--- src/rtl/truth_table_scanner_pkg.sv ---
// Shared types and defaults for the truth-table scanner and its settle timer.
package truth_table_scanner_pkg;

  localparam int N_INPUTS_DEFAULT      = 4;
  localparam int SETTLE_CYCLES_DEFAULT = 2;
  localparam int TT_WIDTH              = 2 ** N_INPUTS_DEFAULT;
  localparam int SETTLE_CNT_W          = 4;

  typedef enum logic [1:0] {
    IDLE   = 2'd0,
    SETTLE = 2'd1,
    SAMPLE = 2'd2,
    DONE   = 2'd3
  } state_t;

  function automatic int tt_width(input int n_inputs);
    return 2 ** n_inputs;
  endfunction

endpackage

--- src/rtl/truth_table_scanner_settle.sv ---
// Settle countdown: load arms it, count runs it, expire flags the last settle cycle.
module tt_settle_timer
  import truth_table_scanner_pkg::*;
#(
  parameter int SETTLE_CYCLES = SETTLE_CYCLES_DEFAULT
) (
  input  logic clk,
  input  logic rst_n,
  input  logic load,
  input  logic count,
  output logic expire
);

  logic [SETTLE_CNT_W-1:0] cnt_reg;

  // Loading SETTLE_CYCLES-1 makes expire land on the final settle cycle itself.
  assign expire = count && (cnt_reg == '0);

  always_ff @(posedge clk) begin
    if (!rst_n) begin
      cnt_reg <= '0;
    end else if (load) begin
      cnt_reg <= SETTLE_CNT_W'(SETTLE_CYCLES - 1);
    end else if (count && (cnt_reg != '0)) begin
      cnt_reg <= cnt_reg - 1'b1;
    end
  end

endmodule

--- src/rtl/truth_table_scanner.sv ---
// Walks every input vector of an external combinational function, captures its
// truth table and compares it against a golden table captured at start.
module truth_table_scanner
  import truth_table_scanner_pkg::*;
#(
  parameter int N_INPUTS      = N_INPUTS_DEFAULT,
  parameter int SETTLE_CYCLES = SETTLE_CYCLES_DEFAULT
) (
  input  logic                       clk,
  input  logic                       rst_n,
  input  logic                       start,
  input  logic [2**N_INPUTS-1:0]     expected,
  input  logic                       func_out,
  output logic [N_INPUTS-1:0]        vec_out,
  output logic                       busy,
  output logic                       done,
  output logic [2**N_INPUTS-1:0]     table_out,
  output logic                       match,
  output logic [N_INPUTS:0]          mismatch_cnt,
  output logic [N_INPUTS-1:0]        mismatch_idx
);

  localparam int TW = tt_width(N_INPUTS);
  localparam logic [N_INPUTS-1:0] VEC_LAST = {N_INPUTS{1'b1}};

  state_t              state_reg;
  logic [N_INPUTS-1:0] vec_reg;
  logic [TW-1:0]       expected_reg;

  logic              timer_load;
  logic              timer_expire;
  logic              bit_diff;
  logic [N_INPUTS:0] cnt_next;

  // Re-arm the timer on acceptance and whenever a new vector is about to be applied.
  assign timer_load = ((state_reg == IDLE) && start) ||
                      ((state_reg == SAMPLE) && (vec_reg != VEC_LAST));
  assign bit_diff   = func_out ^ expected_reg[vec_reg];
  assign cnt_next   = mismatch_cnt + (N_INPUTS + 1)'(bit_diff);
  assign vec_out    = vec_reg;

  tt_settle_timer #(
    .SETTLE_CYCLES(SETTLE_CYCLES)
  ) u_settle (
    .clk   (clk),
    .rst_n (rst_n),
    .load  (timer_load),
    .count (state_reg == SETTLE),
    .expire(timer_expire)
  );

  always_ff @(posedge clk) begin
    if (!rst_n) begin
      state_reg    <= IDLE;
      vec_reg      <= '0;
      expected_reg <= '0;
      busy         <= 1'b0;
      done         <= 1'b0;
      table_out    <= '0;
      match        <= 1'b0;
      mismatch_cnt <= '0;
      mismatch_idx <= '0;
    end else begin
      case (state_reg)
        IDLE: begin
          if (start) begin
            expected_reg <= expected;
            table_out    <= '0;
            mismatch_cnt <= '0;
            mismatch_idx <= '0;
            match        <= 1'b0;
            vec_reg      <= '0;
            busy         <= 1'b1;
            state_reg    <= SETTLE;
          end
        end
        SETTLE: begin
          if (timer_expire) state_reg <= SAMPLE;
        end
        SAMPLE: begin
          table_out[vec_reg] <= func_out;
          if (bit_diff) begin
            mismatch_cnt <= cnt_next;
            if (mismatch_cnt == '0) mismatch_idx <= vec_reg;
          end
          // match is settled together with done so it is valid on the pulse.
          if (vec_reg == VEC_LAST) begin
            done      <= 1'b1;
            match     <= (cnt_next == '0);
            state_reg <= DONE;
          end else begin
            vec_reg   <= vec_reg + 1'b1;
            state_reg <= SETTLE;
          end
        end
        DONE: begin
          done      <= 1'b0;
          busy      <= 1'b0;
          state_reg <= IDLE;
        end
        default: state_reg <= IDLE;
      endcase
    end
  end

endmodule
--- config.mk ---
export PLATFORM = sky130hd
export DESIGN_NAME = truth_table_scanner
export DESIGN_NICKNAME = d
export VERILOG_FILES = /design/src/rtl/truth_table_scanner_pkg.sv /design/src/rtl/truth_table_scanner_settle.sv /design/src/rtl/truth_table_scanner.sv
export SDC_FILE = /design/constraint.sdc
export NUM_CORES = 1
export LEC_CHECK = 0
export ABC_CLOCK_PERIOD_IN_PS = 4100
export BUFFER_PORTS_ARGS = -buffer_cell sky130_fd_sc_hd__buf_2
export CAP_MARGIN = 15
export CORE_MARGIN = 2
export CORE_UTILIZATION = 27
export CTS_CLUSTER_DIAMETER = 120
export DETAILED_ROUTE_END_ITERATION = 6
export PLACE_DENSITY_LB_ADDON = 0.12
export SLEW_MARGIN = 25
export SYNTH_ARGS = -nofsm -noshare
export SYNTH_HDL_FRONTEND = slang
export SYNTH_HIERARCHICAL = 1
export SYNTH_SLANG_ARGS = --single-unit
--- constraint.sdc ---
create_clock -name clk -period 4.1 [get_ports clk]
set_input_delay 0.205 -clock clk [delete_from_list [all_inputs] [get_ports clk]]
set_output_delay 0.205 -clock clk [all_outputs]
set_load 0.01 [all_outputs]
* After elaboration in Yosys (flattened, before gate mapping) *
Index checks and enable logic that the tools add are counted.

word-level totals
  register bits = 54

operators by class
  add/subtract/negate cells = 3
  order comparisons = 2
  eq/ne operators = 11
  multiplexer cells = 29
  bitwise operators = 2
  reductions and logical operators = 25

operator list
  cell                 count
  $pmux 16 s2          1
  $bwmux 16            1
  $mux 16              1
  $mux 4               4
  $pmux 4 s2           2
  $logic_not 5->1      2
  $mux 5               2
  $pmux 5 s2           1
  $reduce_and 2->1     5
  $reduce_and 3->1     3
  $mux 1               8
  $ne 2x2->1 const B   4
  $pmux 2 s4           1
  $reduce_bool 2->1    4
  $mux 2               3
  $pmux 1 s2           3
  $add 5x1->5          1
  $logic_and 1x1->1    5
  $lt 4x5->1 const B   1
  $add 4x1->4 const B  1
  $bmux 1 s4           1
  $demux 1 s4          1
  $eq 2x2->1 const B   2
  $eq 4x4->1 const B   1
  other kinds (13)     14

* Depth between registers and ports, before layout *
Gate-level depths: netlist of the first run.

  depth in word-level cells = 7
  mapped depth = 12

* By module *
Netlist of the first run, hierarchy kept.

by module, submodules not included
  module               instances  cells an instance  area an instance (um^2)  seq. area each (um^2)
  truth_table_scanner  1          300                2353.5                   1001.0
  tt_settle_timer      1          25                 217.7                    80.1

* Worst setup path after synthesis of the first run *
Ideal clock, no wire load.

  path type = flip-flop to flip-flop
  start = register vec_reg[2] (netlist: vec_out[2])
  end = register mismatch_cnt[4]
  library setup time = 0.145 ns
  arrival = 2.918 ns
  required time = 3.955 ns
  path slack = 1.037 ns
  cell stages (with the launch flop) = 13
  cell sequence = dfxtp_1 > buf_6 > mux4_2 > mux4_2 > xor2_1 > buf_2 > ha_1 > ha_1 > nand3_1 > xor2_1 > nor2_1 > nand2_1 > o311ai_0

on the way
  cells in the longest elaborated chain, start to end = 6
  elaborated cells between the ends (all ways) = 8
  classes of those cells = add/sub: 1; eq/ne: 1; mux: 4; bitwise: 1; reduce/logical: 1

ends and longest elaborated chain
  element                           RTL line                   RTL
  from (decl)                       truth_table_scanner.sv:27  logic [N_INPUTS-1:0] vec_reg;
  from (signal assigned)            truth_table_scanner.sv:92  vec_reg <= vec_reg + 1'b1;
  $bmux 1 s4 (*)                    truth_table_scanner.sv:38  assign bit_diff = func_out ^ expected_reg[vec_reg];
  $mux 1 (implied by the code) (*)  truth_table_scanner.sv:38
  $xor 1x1->1 (*)                   truth_table_scanner.sv:38
  $add 5x1->5                       truth_table_scanner.sv:39  assign cnt_next = mismatch_cnt + (N_INPUTS + 1)'(bit_diff);
  $mux 5                            truth_table_scanner.sv:82  if (bit_diff) begin
  $pmux 5 s2                        truth_table_scanner.sv:64  case (state_reg)
  to (signal assigned)              truth_table_scanner.sv:83  mismatch_cnt <= cnt_next;
  to (decl)                         truth_table_scanner.sv:19  output logic [N_INPUTS:0] mismatch_cnt,

Mark *: on every way between the ends. The rest lies on a longest branch, timed or not. The select of a mux whose other input is x is not followed.
A chain may end at the register's enable or synchronous reset.

* Worst setup path after layout of the first run *
Same ends and word-level chain as after synthesis.

==> flow_summary.html, run 1 <==
<table>
<tr><th>Metric</th><th>Value</th></tr>
<tr><th colspan="2">Cells and area</th></tr>
<tr><td>Final standard cell area without fillers</td><td>0.003010 sq mm</td></tr>
<tr><td>Proportion of layout cells with a drive suffix above 1</td><td>19.23%</td></tr>
<tr><td>Leading cell types in the layout, fill and taps excluded</td><td>74 x nand2_1, 56 x a21oi_1, 54 x dfxtp_1, 51 x buf_2, 15 x o21ai_0</td></tr>
<tr><td>Count of placed standard cells in the final layout, fillers left out</td><td>493</td></tr>
<tr><td>Most common library cell in the layout ignoring fill and taps</td><td>nand2_1</td></tr>
<tr><td>Area Growth Syn to Fin</td><td>17.08%</td></tr>
<tr><td>Count of antenna diodes in the layout</td><td>0</td></tr>
<tr><td>Post-layout utilization of the core</td><td>32.58%</td></tr>
<tr><td>Net count reported at finish</td><td>390</td></tr>
<tr><th colspan="2">Synth</th></tr>
<tr><td>Register bit count reported by yosys</td><td>54</td></tr>
<tr><td>Library cell with the largest summed area after synthesis</td><td>dfxtp_1</td></tr>
<tr><td>Gate Count Post-Synth</td><td>325</td></tr>
<tr><td>Post-Synthesis Cell Area</td><td>0.002571 sq mm</td></tr>
<tr><td>Syn nets</td><td>352</td></tr>
<tr><td>Largest cells by area after synthesis</td><td>dfxtp_1 42%, a21oi_1 11%, nand2_1 11%, mux4_2 4.4%, ha_1 3.4%</td></tr>
<tr><td>Post-synthesis area per instance</td><td>7.911 sq um</td></tr>
<tr><td>Number of distinct library cells after synthesis</td><td>36</td></tr>
<tr><td>Synth Warn #</td><td>6</td></tr>
<tr><td>Post-synthesis sequential area ratio</td><td>42.04%</td></tr>
<tr><td>Portion of synthesized cell area occupied by the leading cell type</td><td>42.04%</td></tr>
<tr><th colspan="2">Floorplanning</th></tr>
<tr><td>Die area</td><td>0.01032 sq mm</td></tr>
<tr><td>Starting utilization of the core area</td><td>27.83%</td></tr>
<tr><td>Placeable core region</td><td>0.009240 sq mm</td></tr>
<tr><td>Number of top-level design ports</td><td>52</td></tr>
<tr><td>Die Width</td><td>101.6 um</td></tr>
<tr><td>Std cell rows</td><td>35</td></tr>
<tr><td>Y dimension of the die</td><td>101.6 um</td></tr>
<tr><th colspan="2">Worst hold path</th></tr>
<tr><td>Depth of the worst hold-timing path</td><td>3</td></tr>
<tr><td>Path class of the lowest-slack min-delay path</td><td>in -&gt; reg</td></tr>
<tr><th colspan="2">Critical path</th></tr>
<tr><td>Crit start category</td><td>flip-flop</td></tr>
<tr><td>Type of the worst setup path</td><td>reg -&gt; reg</td></tr>
<tr><td>Worst reg-to-reg path cell count</td><td>11</td></tr>
<tr><td>Worst reg2reg setup slack</td><td>0.86 ns</td></tr>
<tr><td>Endpoint kind of the worst setup timing path</td><td>flip-flop</td></tr>
<tr><td>Arrival time worst endpoint</td><td>3.41 ns</td></tr>
<tr><td>Critical Path Fanout Max</td><td>15</td></tr>
<tr><td>Worst path required time</td><td>4.27 ns</td></tr>
<tr><th colspan="2">Power</th></tr>
<tr><td>Leak Pwr</td><td>1.214 nW</td></tr>
<tr><td>Switching Share</td><td>27.24%</td></tr>
<tr><td>Worst VDD drop</td><td>0.1321 mV</td></tr>
<tr><td>Total Power</td><td>0.0009889 W</td></tr>
<tr><td>Switching power total</td><td>0.0002694 W</td></tr>
<tr><td>Cell Pwr Density</td><td>328.5 mW/mm^2</td></tr>
<tr><td>Relative contribution of combinational cells to total power</td><td>11.6%</td></tr>
<tr><td>Power share of the sequential group</td><td>55.7%</td></tr>
<tr><td>Fraction of power consumed by the clock network</td><td>32.6%</td></tr>
<tr><td>Int Power</td><td>0.0007196 W</td></tr>
<tr><th colspan="2">Timing</th></tr>
<tr><td>Time the worst path needs with I/O delays and setup</td><td>3.244 ns</td></tr>
<tr><td>Normalized max-slew margin</td><td>37.00%</td></tr>
<tr><td>Tightest Pin Transition</td><td>0.9449 ns</td></tr>
<tr><td>Layout Skew</td><td>0.01070 ns</td></tr>
<tr><td>Unrepaired setup endpoints after global routing</td><td>no</td></tr>
<tr><td>Final setup violation count</td><td>0</td></tr>
<tr><td>Post-route fraction of the period consumed by the critical path</td><td>79.13%</td></tr>
<tr><td>Final hold violation count</td><td>0</td></tr>
<tr><td>Highest attainable clock frequency</td><td>308.2 MHz</td></tr>
<tr><td>Final slew viol count</td><td>0</td></tr>
<tr><td>Setup TNS Final</td><td>0 ns</td></tr>
<tr><th colspan="2">Run status</th></tr>
<tr><td>Outcome</td><td>completed</td></tr>
<tr><th colspan="2">Clock tree</th></tr>
<tr><td>Number of buffers on the longest clock path</td><td>2</td></tr>
<tr><td>Gates resized, CTS repair</td><td>0</td></tr>
<tr><td>CTS H-tree depth</td><td>2</td></tr>
<tr><td>CTS root buf</td><td>clkbuf_8</td></tr>
<tr><td>TritonCTS buffer count</td><td>5</td></tr>
<tr><td>Clock latency on the worst-skew pair</td><td>0.31 ns</td></tr>
<tr><td>Hold bufs inserted after CTS</td><td>0</td></tr>
<tr><td>Clock sink count</td><td>54</td></tr>
<tr><td>Clock tree from TritonCTS</td><td>built</td></tr>
<tr><td>Setup repair bufs after CTS</td><td>0</td></tr>
<tr><td>Clock slew at the register clock pins of the worst setup and hold paths</td><td>0.10 ns</td></tr>
<tr><th colspan="2">Detailed routing</th></tr>
<tr><td>WL/cell</td><td>13.73 um</td></tr>
<tr><td>Pre-Repair DR Iteration Count</td><td>5</td></tr>
<tr><td>Via density per instance</td><td>4.702</td></tr>
<tr><td>Count of vias placed by the detailed router</td><td>2318</td></tr>
<tr><td>Number of DRC markers after the initial detailed-route iteration</td><td>71</td></tr>
<tr><td>Total detailed-routing wirelength</td><td>6.770 mm</td></tr>
<tr><td>Remaining antenna violation count after routing</td><td>0</td></tr>
<tr><td>Drt drc</td><td>0</td></tr>
<tr><th colspan="2">Global route</th></tr>
<tr><td>Number of global-route vias before repair</td><td>2281</td></tr>
<tr><td>Overall Global Routing Usage</td><td>13.92%</td></tr>
<tr><td>Number of antenna violations at the first check in global routing</td><td>0</td></tr>
<tr><td>Largest net degree at the start of global routing</td><td>26</td></tr>
<tr><td>Wire length of the first global-routing pass</td><td>11.34 mm</td></tr>
<tr><td>GRT Residual Overflow</td><td>0</td></tr>
<tr><th colspan="2">Placed design</th></tr>
<tr><td>Final weighted congestion in routability-driven placement</td><td>0.7495</td></tr>
<tr><td>Cell area after placement</td><td>0.002915 sq mm</td></tr>
<tr><td>Port bufs</td><td>51</td></tr>
<tr><td>Post-detailed-placement half-perimeter wirelength</td><td>4.671 mm</td></tr>
<tr><td>Placed instance count</td><td>485</td></tr>
<tr><th colspan="2">Run</th></tr>
<tr><td>Total of max-cap violations</td><td>0</td></tr>
</table>
## cell type report
type / instances / area (sq um)
fillers: 1021 / 6230
well taps: 129 / 161.4
multi-input cells: 243 / 1376
repair buffers: 54 / 277.8
inverters: 5 / 18.77
flip-flops and latches: 54 / 1081
clock inverters: 2 / 12.51
clock buffers: 6 / 82.58
## power groups by stage
stage,clock network (W),logic (W),registers (W)
finish,0.000323,0.000115,0.000551
global route,0.000353,0.000131,0.000554
CTS,0.000337,0.000117,0.000551
detailed placement,0,0.000116,0.000563
global placement,0,0.000114,0.000565
floorplan,0,0.0000804,0.000561
## cells in the mapped netlist (all sizes together)
cell type,instances
buf,3
nor2,12
and3,7
a31oi,5
nand2,74
nand2b,4
nand4b,1
a31o,1
a21oi,56
nor4,1
or3b,1
dfxtp,54
and2,2
o21bai,1
nor2b,8
o21ai,15
xnor2,1
inv,5
ha,7
clkbuf,20
o211ai,1
and4b,1
nand3,13
nor3b,1
nand4,4
mux2i,1
o311ai,3
o31ai,5
nor3,5
mux4,5
nor4b,1
xor2,6
a21o,1
## per-stage QoR
step / setup WS (ns) / hold slack [ns]
2_1_floorplan: 1.037 / 0.3364
3_3_place_gp: 0.9483 / 0.4465
3_5_place_dp: 0.8438 / 0.4478
4_1_cts: 0.8245 / 0.1043
5_1_grt: 0.5922 / 0.1164
6_report: 0.8558 / 0.1144
## critical path: stages (launching register included)
cell	delay, ns
dfxtp_1	0.69
mux4_2	0.59
mux4_2	0.48
xor2_1	0.16
buf_4	0.22
ha_1	0.19
ha_1	0.23
nand3_1	0.11
xor2_1	0.20
nor2_1	0.07
nand2_1	0.06
o311ai_0	0.10
## routing by layer
metal / global-route usage [%] / share of wire (%)
met5: 0 / 0
met3: 2.761 / 4.7
met4: 4.054 / 1.2
met2: 22.52 / 45
met1: 18.81 / 49
## cell families after synthesis
| family | share of synthesized area, % |
|---|---|
| compound gates | 18.74 |
| xor+xnor | 2.384 |
| fa+ha+maj | 3.406 |
| buf+inv | 4.428 |
| flops | 42.04 |
| mux | 4.769 |
| simple gates | 24.23 |
## path summary, 6_finish.rpt
check                  start               end
max               vec_out[2]   mismatch_cnt[4]
min             expected[13]  expected_reg[13]
max reg2reg       vec_out[2]   mismatch_cnt[4]
min reg2reg  expected_reg[1]   expected_reg[1]
No activity file was read; power rests on OpenSTA's default activity.
==> inputs of run 2 (changes only) <==
ABC_CLOCK_PERIOD_IN_PS = 3200   (was 4100)
clock period = 3.2 ns   (was 4.1 ns; I/O delays follow)
==> run 2 against run 1 <==
Against the previous run:
- via count grew 1.6%
- clock power grew 25%
- clock skew shrank 0.0051 ns
- die area is the same
- critical path depth shrank 1
- clock-buffer cell count grew 1
- fmax grew 11%
- register-to-register slack lost 0.59 ns
- sequential power grew 28%
- power grew 27%
- hold slack lost 0.033 ns
- combinational power grew 30%
==> flow_summary.html, run 2 (synthesis results as in run 1) <==
<table>
<tr><th>Metric</th><th>Value</th></tr>
<tr><th colspan="2">Power</th></tr>
<tr><td>Leak Pwr</td><td>1.236 nW (+1.8%)</td></tr>
<tr><td>Fraction of power consumed by the clock network</td><td>32.0% (-0.6 points)</td></tr>
<tr><td>Switching power total</td><td>0.0003342 W (+24%)</td></tr>
<tr><td>Int Power</td><td>0.0009244 W (+28%)</td></tr>
<tr><td>Worst VDD drop</td><td>0.1676 mV (+27%)</td></tr>
<tr><td>Switching Share</td><td>26.56% (-0.68 points)</td></tr>
<tr><td>Total Power</td><td>0.001259 W (+27%)</td></tr>
<tr><td>Power share of the sequential group</td><td>56.1% (+0.4 points)</td></tr>
<tr><td>Relative contribution of combinational cells to total power</td><td>11.9% (+0.3 points)</td></tr>
<tr><td>Cell Pwr Density</td><td>414.5 mW/mm^2 (+26%)</td></tr>
<tr><th colspan="2">Detailed routing</th></tr>
<tr><td>Total detailed-routing wirelength</td><td>6.828 mm (+0.86%)</td></tr>
<tr><td>Pre-Repair DR Iteration Count</td><td>4 (-1)</td></tr>
<tr><td>Drt drc</td><td>0 (unchanged)</td></tr>
<tr><td>Via density per instance</td><td>4.738 (+0.78%)</td></tr>
<tr><td>WL/cell</td><td>13.74 um (about the same)</td></tr>
<tr><td>Number of DRC markers after the initial detailed-route iteration</td><td>78 (+9.9%)</td></tr>
<tr><td>Remaining antenna violation count after routing</td><td>0 (unchanged)</td></tr>
<tr><td>Count of vias placed by the detailed router</td><td>2355 (+1.6%)</td></tr>
<tr><th colspan="2">Floorplanning</th></tr>
<tr><td>Y dimension of the die</td><td>101.6 um (unchanged)</td></tr>
<tr><td>Starting utilization of the core area</td><td>27.83% (unchanged)</td></tr>
<tr><td>Die area</td><td>0.01032 sq mm (unchanged)</td></tr>
<tr><td>Placeable core region</td><td>0.009240 sq mm (unchanged)</td></tr>
<tr><td>Die Width</td><td>101.6 um (unchanged)</td></tr>
<tr><td>Std cell rows</td><td>35 (unchanged)</td></tr>
<tr><td>Number of top-level design ports</td><td>52 (unchanged)</td></tr>
<tr><th colspan="2">Clock tree</th></tr>
<tr><td>Number of buffers on the longest clock path</td><td>2 (unchanged)</td></tr>
<tr><td>CTS root buf</td><td>clkbuf_8</td></tr>
<tr><td>Clock latency on the worst-skew pair</td><td>0.31 ns (about the same)</td></tr>
<tr><td>Gates resized, CTS repair</td><td>0 (unchanged)</td></tr>
<tr><td>Clock sink count</td><td>54 (unchanged)</td></tr>
<tr><td>Clock tree from TritonCTS</td><td>built</td></tr>
<tr><td>Clock slew at the register clock pins of the worst setup and hold paths</td><td>0.10 ns (about the same)</td></tr>
<tr><td>Setup repair bufs after CTS</td><td>0 (unchanged)</td></tr>
<tr><td>TritonCTS buffer count</td><td>5 (unchanged)</td></tr>
<tr><td>CTS H-tree depth</td><td>2 (unchanged)</td></tr>
<tr><td>Hold bufs inserted after CTS</td><td>0 (unchanged)</td></tr>
<tr><th colspan="2">Critical path</th></tr>
<tr><td>Top delay family on crit path</td><td>multiplexers</td></tr>
<tr><td>Chain of cells forming the critical path</td><td>mux4_2, mux4_2, xor2_1, ha_1, ha_1, nand3_1, xor2_1, nor2_1, nand2_1, o311ai_0</td></tr>
<tr><td>Worst path required time</td><td>3.36 ns (-0.91 ns)</td></tr>
<tr><td>Arrival time worst endpoint</td><td>3.09 ns (-0.32 ns)</td></tr>
<tr><td>Critical Path Fanout Max</td><td>6 (-9)</td></tr>
<tr><td>CP peak stage delay</td><td>0.57 ns (-0.12 ns)</td></tr>
<tr><td>Endpoint kind of the worst setup timing path</td><td>flip-flop</td></tr>
<tr><td>Crit-path slowest cell</td><td>mux4_2</td></tr>
<tr><td>Type of the worst setup path</td><td>reg -&gt; reg</td></tr>
<tr><td>Combined buffer and inverter count along the critical path</td><td>0 (-1)</td></tr>
<tr><td>Crit start category</td><td>flip-flop</td></tr>
<tr><th colspan="2">Global route</th></tr>
<tr><td>Wire length of the first global-routing pass</td><td>11.36 mm (+0.12%)</td></tr>
<tr><td>Overall Global Routing Usage</td><td>13.74% (-0.18 points)</td></tr>
<tr><td>Number of global-route vias before repair</td><td>2209 (-3.2%)</td></tr>
<tr><td>Global-route track usage on met2</td><td>21.76% (-0.76 points)</td></tr>
<tr><td>GRT met3 Usage</td><td>2.761% (unchanged)</td></tr>
<tr><td>Busiest layer in global routing</td><td>met2</td></tr>
<tr><td>Global Route met1 Usage</td><td>18.99% (+0.18 points)</td></tr>
<tr><td>GRT Residual Overflow</td><td>0 (unchanged)</td></tr>
<tr><td>Largest net degree at the start of global routing</td><td>40 (+54%)</td></tr>
<tr><td>Number of antenna violations at the first check in global routing</td><td>0 (unchanged)</td></tr>
<tr><th colspan="2">Cells and area</th></tr>
<tr><td>Count of placed standard cells in the final layout, fillers left out</td><td>497 (+0.81%)</td></tr>
<tr><td>Post-layout utilization of the core</td><td>32.86% (+0.28 points)</td></tr>
<tr><td>Proportion of layout cells with a drive suffix above 1</td><td>19.84% (+0.61 points)</td></tr>
<tr><td>Leading cell types in the layout, fill and taps excluded</td><td>74 x nand2_1, 56 x a21oi_1, 54 x dfxtp_1, 51 x buf_2, 15 x o21ai_0</td></tr>
<tr><td>Net count reported at finish</td><td>394 (+1.0%)</td></tr>
<tr><td>Area taken by multi-input logic gates</td><td>0.001376 sq mm (unchanged)</td></tr>
<tr><td>Register area</td><td>0.001081 sq mm (unchanged)</td></tr>
<tr><td>Most common library cell in the layout ignoring fill and taps</td><td>nand2_1</td></tr>
<tr><td>Count of fill cells added during filler insertion</td><td>1032 (+1.1%)</td></tr>
<tr><td>Final standard cell area without fillers</td><td>0.003037 sq mm (+0.87%)</td></tr>
<tr><td>Count of antenna diodes in the layout</td><td>0 (unchanged)</td></tr>
<tr><td>Area Growth Syn to Fin</td><td>18.10%</td></tr>
<tr><th colspan="2">Timing</th></tr>
<tr><td>Time the worst path needs with I/O delays and setup</td><td>2.929 ns (-0.3147 ns)</td></tr>
<tr><td>Layout Skew</td><td>0.005622 ns (-0.005075 ns)</td></tr>
<tr><td>Final setup violation count</td><td>0 (unchanged)</td></tr>
<tr><td>Unrepaired setup endpoints after global routing</td><td>no</td></tr>
<tr><td>Post-route fraction of the period consumed by the critical path</td><td>91.55% (+12 points)</td></tr>
<tr><td>Setup TNS Final</td><td>0 ns (unchanged)</td></tr>
<tr><td>Normalized max-slew margin</td><td>34.27% (-2.7 points)</td></tr>
<tr><td>Final hold violation count</td><td>0 (unchanged)</td></tr>
<tr><td>Final slew viol count</td><td>0 (unchanged)</td></tr>
<tr><td>Highest attainable clock frequency</td><td>341.4 MHz (+11%)</td></tr>
<tr><td>Tightest Pin Transition</td><td>0.9859 ns (+0.04095 ns)</td></tr>
<tr><th colspan="2">Placed design</th></tr>
<tr><td>Final weighted congestion in routability-driven placement</td><td>0.7830 (+4.5%)</td></tr>
<tr><td>Post-detailed-placement half-perimeter wirelength</td><td>4.759 mm (+1.9%)</td></tr>
<tr><td>Port bufs</td><td>51 (unchanged)</td></tr>
<tr><td>Cell area after placement</td><td>0.002945 sq mm (+1.0%)</td></tr>
<tr><td>Placed instance count</td><td>489 (+0.82%)</td></tr>
<tr><th colspan="2">Run</th></tr>
<tr><td>Total of max-cap violations</td><td>0 (unchanged)</td></tr>
<tr><th colspan="2">Run status</th></tr>
<tr><td>Outcome</td><td>completed</td></tr>
<tr><th colspan="2">Worst hold path</th></tr>
<tr><td>Path class of the lowest-slack min-delay path</td><td>in -&gt; reg</td></tr>
</table>
## run 2: cell count changes in the layout (fill, tap and decap cells not counted)
| cell | before | now |
|---|---|---|
| clkbuf_1 | 0 | 1 |
| buf_4 | 3 | 7 |
| clkinvlp_4 | 1 | 0 |
## run 2: cell type report
type	instances	area share, %
Inverter	5	0.6180
Timing Repair Buffer	58	10.14
Multi-Input combinational cell	243	45.32
Sequential cell	54	35.60
Clock inverter	1	0.1648
Tap cell	129	5.315
Clock buffer	7	2.843
## run 2: metal layers
| layer | vias to the layer above | share of wire [%] |
|---|---|---|
| met5 | - | 0 |
| met4 | 0 | 0.88 |
| met3 | 5 | 4.5 |
| met2 | 45 | 45 |
| met1 | 1089 | 50 |
| li1 | 1216 | - |
## run 2: worst register-to-register path: stages (launching register included)
cell	delay, ns
dfxtp_1	0.51
mux4_2	0.57
mux4_2	0.48
xor2_1	0.23
ha_1	0.22
ha_1	0.24
nand3_1	0.11
xor2_1	0.20
nor2_1	0.07
nand2_1	0.06
o311ai_0	0.10
## run 2: path summary, 6_finish.rpt
kind,slack (ns),start,cells after the start,end
setup / recovery,0.27,vec_out[2],10,mismatch_cnt[4]
hold / removal,0.08,expected[14],3,expected_reg[14]
setup reg to reg,0.27,vec_out[2],10,mismatch_cnt[4]
hold reg to reg,0.46,expected_reg[7],2,expected_reg[7]
## run 2: metrics by stage
| stage | hold slack [ns] | setup slack [ns] |
|---|---|---|
| after global placement | 0.4029 | 0.3813 |
| after global routing | 0.07365 | 0.07284 |
| final | 0.08184 | 0.2705 |
| after floorplan | 0.2914 | 0.1371 |
| after detailed placement | 0.4066 | 0.2482 |
| after CTS | 0.06720 | 0.2296 |
## run 2: power by group through the flow
| stage | logic [W] | clock network [W] | registers (W) |
|---|---|---|---|
| global placement | 0.000150 | 0 | 0.000723 |
| global route | 0.000169 | 0.000448 | 0.000710 |
| CTS | 0.000152 | 0.000425 | 0.000707 |
| detailed placement | 0.000151 | 0 | 0.000722 |
| finish | 0.000149 | 0.000403 | 0.000706 |
| floorplan | 0.000103 | 0 | 0.000718 |
